==> config.mk <==
export PLATFORM = sky130hd
export DESIGN_NAME = bf16_div_seq
export DESIGN_NICKNAME = d
export VERILOG_FILES = /design/src/rtl/bf16_div_seq.sv
export SDC_FILE = /design/constraint.sdc
export NUM_CORES = 1
export LEC_CHECK = 0
export BUFFER_PORTS_ARGS = -buffer_cell sky130_fd_sc_hd__buf_2
export CORE_MARGIN = 2
export CORE_UTILIZATION = 47
export DETAILED_ROUTE_END_ITERATION = 16
export GPL_ROUTABILITY_DRIVEN = 0
export PLACE_DENSITY = 0.67
export SETUP_SLACK_MARGIN = 0.1
export SLEW_MARGIN = 20
export SYNTH_ARGS = -nofsm -noshare
export SYNTH_HDL_FRONTEND = slang
export SYNTH_SLANG_ARGS = --single-unit
==> constraint.sdc <==
create_clock -name clk -period 2.9 [get_ports clk]
set_input_delay 0.145 -clock clk [delete_from_list [all_inputs] [get_ports clk]]
set_output_delay 0.145 -clock clk [all_outputs]
set_load 0.02 [all_outputs]
==> src/rtl/bf16_div_seq.sv <==
// Iterative bfloat16 divider: restoring division, one quotient bit per clock, valid/ready on both sides.
// Optional macro BF16_DIV_ROUND_EN adds a guard iteration and round-to-nearest-even in NORM.
module bf16_div_seq #(
    parameter int DATA_WIDTH  = 16,
    parameter int EXP_WIDTH   = 8,
    parameter int FRAC_WIDTH  = 7,
    parameter int ERROR_WIDTH = 2
) (
    input  logic                   clk,
    input  logic                   rst,
    input  logic                   in_valid,
    output logic                   in_ready,
    input  logic [DATA_WIDTH-1:0]  in1,
    input  logic [DATA_WIDTH-1:0]  in2,
    output logic                   out_valid,
    input  logic                   out_ready,
    output logic [DATA_WIDTH-1:0]  out,
    output logic [ERROR_WIDTH-1:0] error
);

    localparam int MANT_W  = FRAC_WIDTH + 1;
    localparam int EW      = EXP_WIDTH + 2;
    localparam int BIAS    = (1 << (EXP_WIDTH - 1)) - 1;
    localparam int EXP_MAX = (1 << EXP_WIDTH) - 1;
`ifdef BF16_DIV_ROUND_EN
    localparam int GUARD = 1;
`else
    localparam int GUARD = 0;
`endif
    localparam int QW    = MANT_W + 1 + GUARD;
    localparam int ITERS = QW;

    localparam logic [EW-1:0]        BIAS_E  = EW'(BIAS);
    localparam logic [EW-1:0]        ONE_E   = EW'(1);
    localparam logic signed [EW-1:0] EMAX_S  = EW'(EXP_MAX);
    localparam logic [3:0]           LAST_IT = 4'(ITERS - 1);

    localparam logic [ERROR_WIDTH-1:0] ERR_OK  = ERROR_WIDTH'(0);
    localparam logic [ERROR_WIDTH-1:0] ERR_OVF = ERROR_WIDTH'(1);
    localparam logic [ERROR_WIDTH-1:0] ERR_UNF = ERROR_WIDTH'(2);
    localparam logic [ERROR_WIDTH-1:0] ERR_DBZ = ERROR_WIDTH'(3);

    typedef enum logic [1:0] {IDLE, DIV, NORM, DONE} state_t;

    state_t                  state_q;
    logic                    sign_q;
    logic signed [EW-1:0]    exp_q;
    logic [MANT_W-1:0]       m2_q;
    logic [MANT_W:0]         r_q;
    logic [QW-1:0]           q_q;
    logic [3:0]              cnt_q;
    logic                    special_q;
    logic                    in_ready_q;
    logic                    out_valid_q;
    logic [DATA_WIDTH-1:0]   out_q;
    logic [ERROR_WIDTH-1:0]  err_q;

    logic                    sign_a;
    logic                    zero1;
    logic                    zero2;
    logic [EW-1:0]           exp_a;

    logic                    ge;
    logic [MANT_W:0]         r_rem;
    logic [MANT_W:0]         r_d;
    logic [QW-1:0]           q_d;

    logic                    lead;
    logic [FRAC_WIDTH-1:0]   frac_sel;
    logic [FRAC_WIDTH-1:0]   frac_n;
    logic signed [EW-1:0]    exp_n;
    logic [DATA_WIDTH-1:0]   norm_out_d;
    logic [ERROR_WIDTH-1:0]  norm_err_d;
`ifdef BF16_DIV_ROUND_EN
    logic                    guard_b;
    logic                    sticky;
    logic                    carry;
`endif

    always_comb begin
        sign_a = in1[DATA_WIDTH-1] ^ in2[DATA_WIDTH-1];
        zero1  = (in1[DATA_WIDTH-2:0] == '0);
        zero2  = (in2[DATA_WIDTH-2:0] == '0);
        exp_a  = {2'b00, in1[DATA_WIDTH-2 -: EXP_WIDTH]}
               - {2'b00, in2[DATA_WIDTH-2 -: EXP_WIDTH]} + BIAS_E;
    end

    // One restoring step; the shifted remainder stays below 2*m2 so MANT_W+1 bits suffice.
    always_comb begin
        ge    = (r_q >= {1'b0, m2_q});
        r_rem = ge ? (r_q - {1'b0, m2_q}) : r_q;
        r_d   = {r_rem[MANT_W-1:0], 1'b0};
        q_d   = {q_q[QW-2:0], ge};
    end

    always_comb begin
        lead     = q_q[QW-1];
        frac_sel = lead ? q_q[QW-2 -: FRAC_WIDTH] : q_q[QW-3 -: FRAC_WIDTH];
        exp_n    = lead ? exp_q : exp_q - ONE_E;
        frac_n   = frac_sel;
`ifdef BF16_DIV_ROUND_EN
        // Bits below the guard (q[0] when the lead bit is set) fold into sticky with the remainder.
        guard_b  = lead ? q_q[1] : q_q[0];
        sticky   = (r_q != '0) | (lead & q_q[0]);
        {carry, frac_n} = {1'b0, frac_sel}
                        + {{FRAC_WIDTH{1'b0}}, guard_b & (sticky | frac_sel[0])};
        exp_n    = exp_n + {{(EW-1){1'b0}}, carry};
`endif
        if (exp_n >= EMAX_S) begin
            norm_out_d = {sign_q, {EXP_WIDTH{1'b1}}, {FRAC_WIDTH{1'b0}}};
            norm_err_d = ERR_OVF;
        end else if (exp_n[EW-1] || exp_n == '0) begin
            norm_out_d = {sign_q, {(DATA_WIDTH-1){1'b0}}};
            norm_err_d = ERR_UNF;
        end else begin
            norm_out_d = {sign_q, exp_n[EXP_WIDTH-1:0], frac_n};
            norm_err_d = ERR_OK;
        end
    end

    always_ff @(posedge clk or posedge rst) begin
        if (rst) begin
            state_q     <= IDLE;
            sign_q      <= 1'b0;
            exp_q       <= '0;
            m2_q        <= '0;
            r_q         <= '0;
            q_q         <= '0;
            cnt_q       <= '0;
            special_q   <= 1'b0;
            in_ready_q  <= 1'b1;
            out_valid_q <= 1'b0;
            out_q       <= '0;
            err_q       <= '0;
        end else begin
            case (state_q)
                IDLE: begin
                    if (in_valid) begin
                        sign_q     <= sign_a;
                        exp_q      <= exp_a;
                        m2_q       <= {1'b1, in2[FRAC_WIDTH-1:0]};
                        r_q        <= {2'b01, in1[FRAC_WIDTH-1:0]};
                        q_q        <= '0;
                        cnt_q      <= '0;
                        in_ready_q <= 1'b0;
                        special_q  <= zero1 | zero2;
                        // Specials skip DIV and pass through NORM untouched, giving latency 1.
                        if (zero1) begin
                            out_q   <= {sign_a, {(DATA_WIDTH-1){1'b0}}};
                            err_q   <= ERR_OK;
                            state_q <= NORM;
                        end else if (zero2) begin
                            out_q   <= {sign_a, {EXP_WIDTH{1'b1}}, {FRAC_WIDTH{1'b0}}};
                            err_q   <= ERR_DBZ;
                            state_q <= NORM;
                        end else begin
                            state_q <= DIV;
                        end
                    end
                end
                DIV: begin
                    r_q   <= r_d;
                    q_q   <= q_d;
                    cnt_q <= cnt_q + 4'd1;
                    if (cnt_q == LAST_IT) begin
                        state_q <= NORM;
                    end
                end
                NORM: begin
                    if (!special_q) begin
                        out_q <= norm_out_d;
                        err_q <= norm_err_d;
                    end
                    out_valid_q <= 1'b1;
                    state_q     <= DONE;
                end
                DONE: begin
                    if (out_ready) begin
                        out_valid_q <= 1'b0;
                        in_ready_q  <= 1'b1;
                        state_q     <= IDLE;
                    end
                end
                default: state_q <= IDLE;
            endcase
        end
    end

    assign in_ready  = in_ready_q;
    assign out_valid = out_valid_q;
    assign out       = out_q;
    assign error     = err_q;

endmodule

==> results.yml <==
synthesis:
  synth.distinct_cells: 49
  syn_nets: 485
  synth_ff_type: "dfrtp_1"
  synthArstFlopShare: 1.00
  seq_area_frac_synth: 0.406
  ys_seq_elements: 64
  ys_warn_count: 0
  synth_area_um2: 3950
  syn_inst: 423
  syn_avg_cell_area_um2: 9.33
  synth_edf_count: 0
power_and_ir_drop:
  ir_drop_v: 0.000610
  p_leak_nw: 2.20
  power_density_nw_per_um2: 1110
global_routing:
  grt-ovfl-total: 0
  antenna_found_initial: 0
  gr-usage-met1: 0.275
  grt_busiest_layer: "met2"
  met3_usage: 0.0308
  grt_max_degree: 40
  grt_pass1_vias: 2902
  grt_pass1_wl_um: 13500
  use_met2: 0.287
  grt_use_total: 0.189
worst_setup_path:
  cp_max_fo: 5
  cpPeakStageDelay_ns: 0.55
  slowest_stage: "or4_1"
  crit_type: "reg2reg"
  cp_cell_sequence: "inv_1 -> ha_4 -> nor4b_2 -> xnor2_1 -> or4_1 -> o41ai_2 -> a21oi_2 -> or3_4 -> o311ai_1"
  crit_buf_inv: 1
  path_delay_family: "simple AND/OR/NAND/NOR gates"
  end_kind: "register"
  crit_required_ns: 3.14
  crit_path_start_kind: "register"
  arrival_ns: 2.85
die:
  start_util: 0.483
  die_h_um: 95.6
  die_area_um2: 9150
  coreArea_um2: 8180
  io_pins: 56
  die_w_um: 95.6
  rows: 33
placed_design:
  hpwl_um: 6030
  dpl_cell_area_um2: 4350
  pre_cts_slack_ns: 0.0938
  io_buffers: 55
sta:
  skew_ns: 0.0154
  setup_slack_ns: 0.288
  hold_violations: 0
  tightest_slew_ns: 0.821
  layout_min_cycle_time_ns: 2.61
  clock.fmax_mhz: 383
  final-setup-viol-count: 0
  fin_crit_sh: 0.901
  fin_tns_setup_ns: 0
  drv_slew: 0
  rsz0062_at_grt: "no"
  relSlewSlack: 0.452
drt:
  drc_errors: 0
  drt_pass1_iterations: 4
  via_per_inst: 5.35
  drt_iter0_markers: 121
  drtAntennaViolNets: 0
  wirelength_um: 8140
  routedWlPerCell_um: 13.7
  vias: 3170
clock_tree:
  numCtsBuffers: 9
  cts.sinks: 64
  htree_levels: 3
  clk_pin_slew_ns: 0.08
  post-cts-setup-buffers: 0
  clockBufferDepth: 2
  cts_root_buf: "clkbuf_8"
  cts_tree: "yes"
  worstSkewPairLatency_ns: 0.35
hold_path:
  hp-class: "in2reg"
cells_and_area:
  syn_to_final_growth_pct: 17.4
  drive_gt1_frac: 0.217
  multi_input_area_um2: 2170
  seqCellArea_um2: 1600
  nNetsFinal: 545
  antenna_cells: 0
  fillCellCount: 744
  design_area_um2: 4630
job:
  cap_violations: 0
outcome:
  outcome: "finished, final reports clean"
state kept, by name (all words and copies together) (netlist names), 2 cells and up:
| signal | flops |
|---|---|
| r_q | 9 |
| exp_q | 10 |
| cnt_q | 4 |
| m2_q | 8 |
| q_q | 9 |
| error | 2 |
| out | 16 |
| state_q | 2 |
power by group:
group	internal [mW]	total (mW)	switching [mW]
Combinational	1.21	2.77	1.56
Clock	0.493	0.883	0.390
Sequential	1.24	1.50	0.260
Total	2.94	5.16	2.21
what timing repair did:
| item | CTS | global route |
|---|---|---|
| pin swaps | 0 | 2 |
| cloned | 0 | 1 |
| resized for setup | 1 | 5 |
| hold buffers | 2 | 0 |
| hold endpoints to repair | 38 | 0 |
| setup endpoints to repair | 7 | 16 |
area by class of cell:
cell class / instances / area share
Timing Repair Buffer: 67 / 0.0799
Tap cell: 105 / 0.0284
Sequential cell: 64 / 0.346
Clock inverter: 7 / 0.0221
Inverter: 34 / 0.0275
Multi-Input combinational cell: 307 / 0.469
Clock buffer: 9 / 0.0267
per-layer routing:
layer | up-vias | routed length, um
li1 | 1622 | -
met1 | 1461 | 4140
met2 | 82 | 3580
met3 | 5 | 372
met4 | 0 | 40
met5 | - | 0
kinds of logic after synthesis:
| kind of cell | count (synthesis) | share of synthesized area |
|---|---|---|
| flip-flops | 64 | 0.406 |
| XOR/XNOR | 26 | 0.0577 |
| buffers and inverters | 53 | 0.0548 |
| multiplexers | 21 | 0.0567 |
| AO/OA/AOI/OAI | 104 | 0.177 |
| adder cells (fa/ha/maj) | 26 | 0.0862 |
| AND/OR/NAND/NOR | 129 | 0.162 |
synthesized netlist by cell type, types with 3 or more instances:
library cell | count | area (um^2)
a211oi_1 | 5 | 37.5
nand4_1 | 5 | 31.3
dfrtp_1 | 63 | 1580
a22o_1 | 14 | 123
xor2_1 | 11 | 96.3
o211ai_1 | 3 | 22.5
mux2_2 | 11 | 124
nor4_1 | 8 | 50.1
a21o_1 | 10 | 75.1
clkbuf_1 | 14 | 52.6
nand2b_1 | 3 | 18.8
o311ai_1 | 7 | 61.3
nor3_1 | 6 | 30.0
nor2b_1 | 4 | 25.0
nand3_1 | 7 | 35.0
o21ai_0 | 33 | 165
mux2i_1 | 10 | 100
nand2_1 | 51 | 191
a21oi_1 | 17 | 85.1
nor2_1 | 24 | 90.1
nand3b_1 | 3 | 22.5
o31ai_1 | 4 | 30.0
ha_1 | 24 | 300
o21a_1 | 3 | 22.5
xnor2_1 | 15 | 131
inv_1 | 34 | 128
or3_1 | 3 | 18.8
path summary, 6_finish.rpt:
path / start / end / slack (ns) / cells past startpoint
setup reg to reg: exp_q[1] / out[13] / 0.29 / 9
hold / removal: in2[5] / m2_q[5] / 0.05 / 2
setup / recovery: exp_q[1] / out[13] / 0.29 / 9
max in group asynchronous: rst / in_ready / 1.63 / 4
min in group asynchronous: rst / out[5] / 0.50 / 3
hold reg to reg: m2_q[7] / m2_q[7] / 0.46 / 2
layout by cell type, fill, tap and decap left out, types with 11 or more instances in the layout:
cell type and n:
dfrtp_1 63, mux2_2 11, ha_1 23, buf_2 55, o21ai_0 33, nor2_1 24, xnor2_1 15, nand2_1 51
xor2_1 11, a21oi_1 16, a22o_1 14, inv_1 33
through the flow:
stage          power [mW]  hold WS (ns)  utilization  cells
2_1_floorplan        3.59         0.235            -    423
3_3_place_gp         4.14         0.344        0.532    574
3_5_place_dp         4.21         0.355        0.532    574
4_1_cts              5.14        0.0348        0.563    592
5_1_grt              5.60        0.0371        0.567    593
6_report             5.16        0.0464        0.567    593
Note: power is estimated with default switching activity, not from simulation.
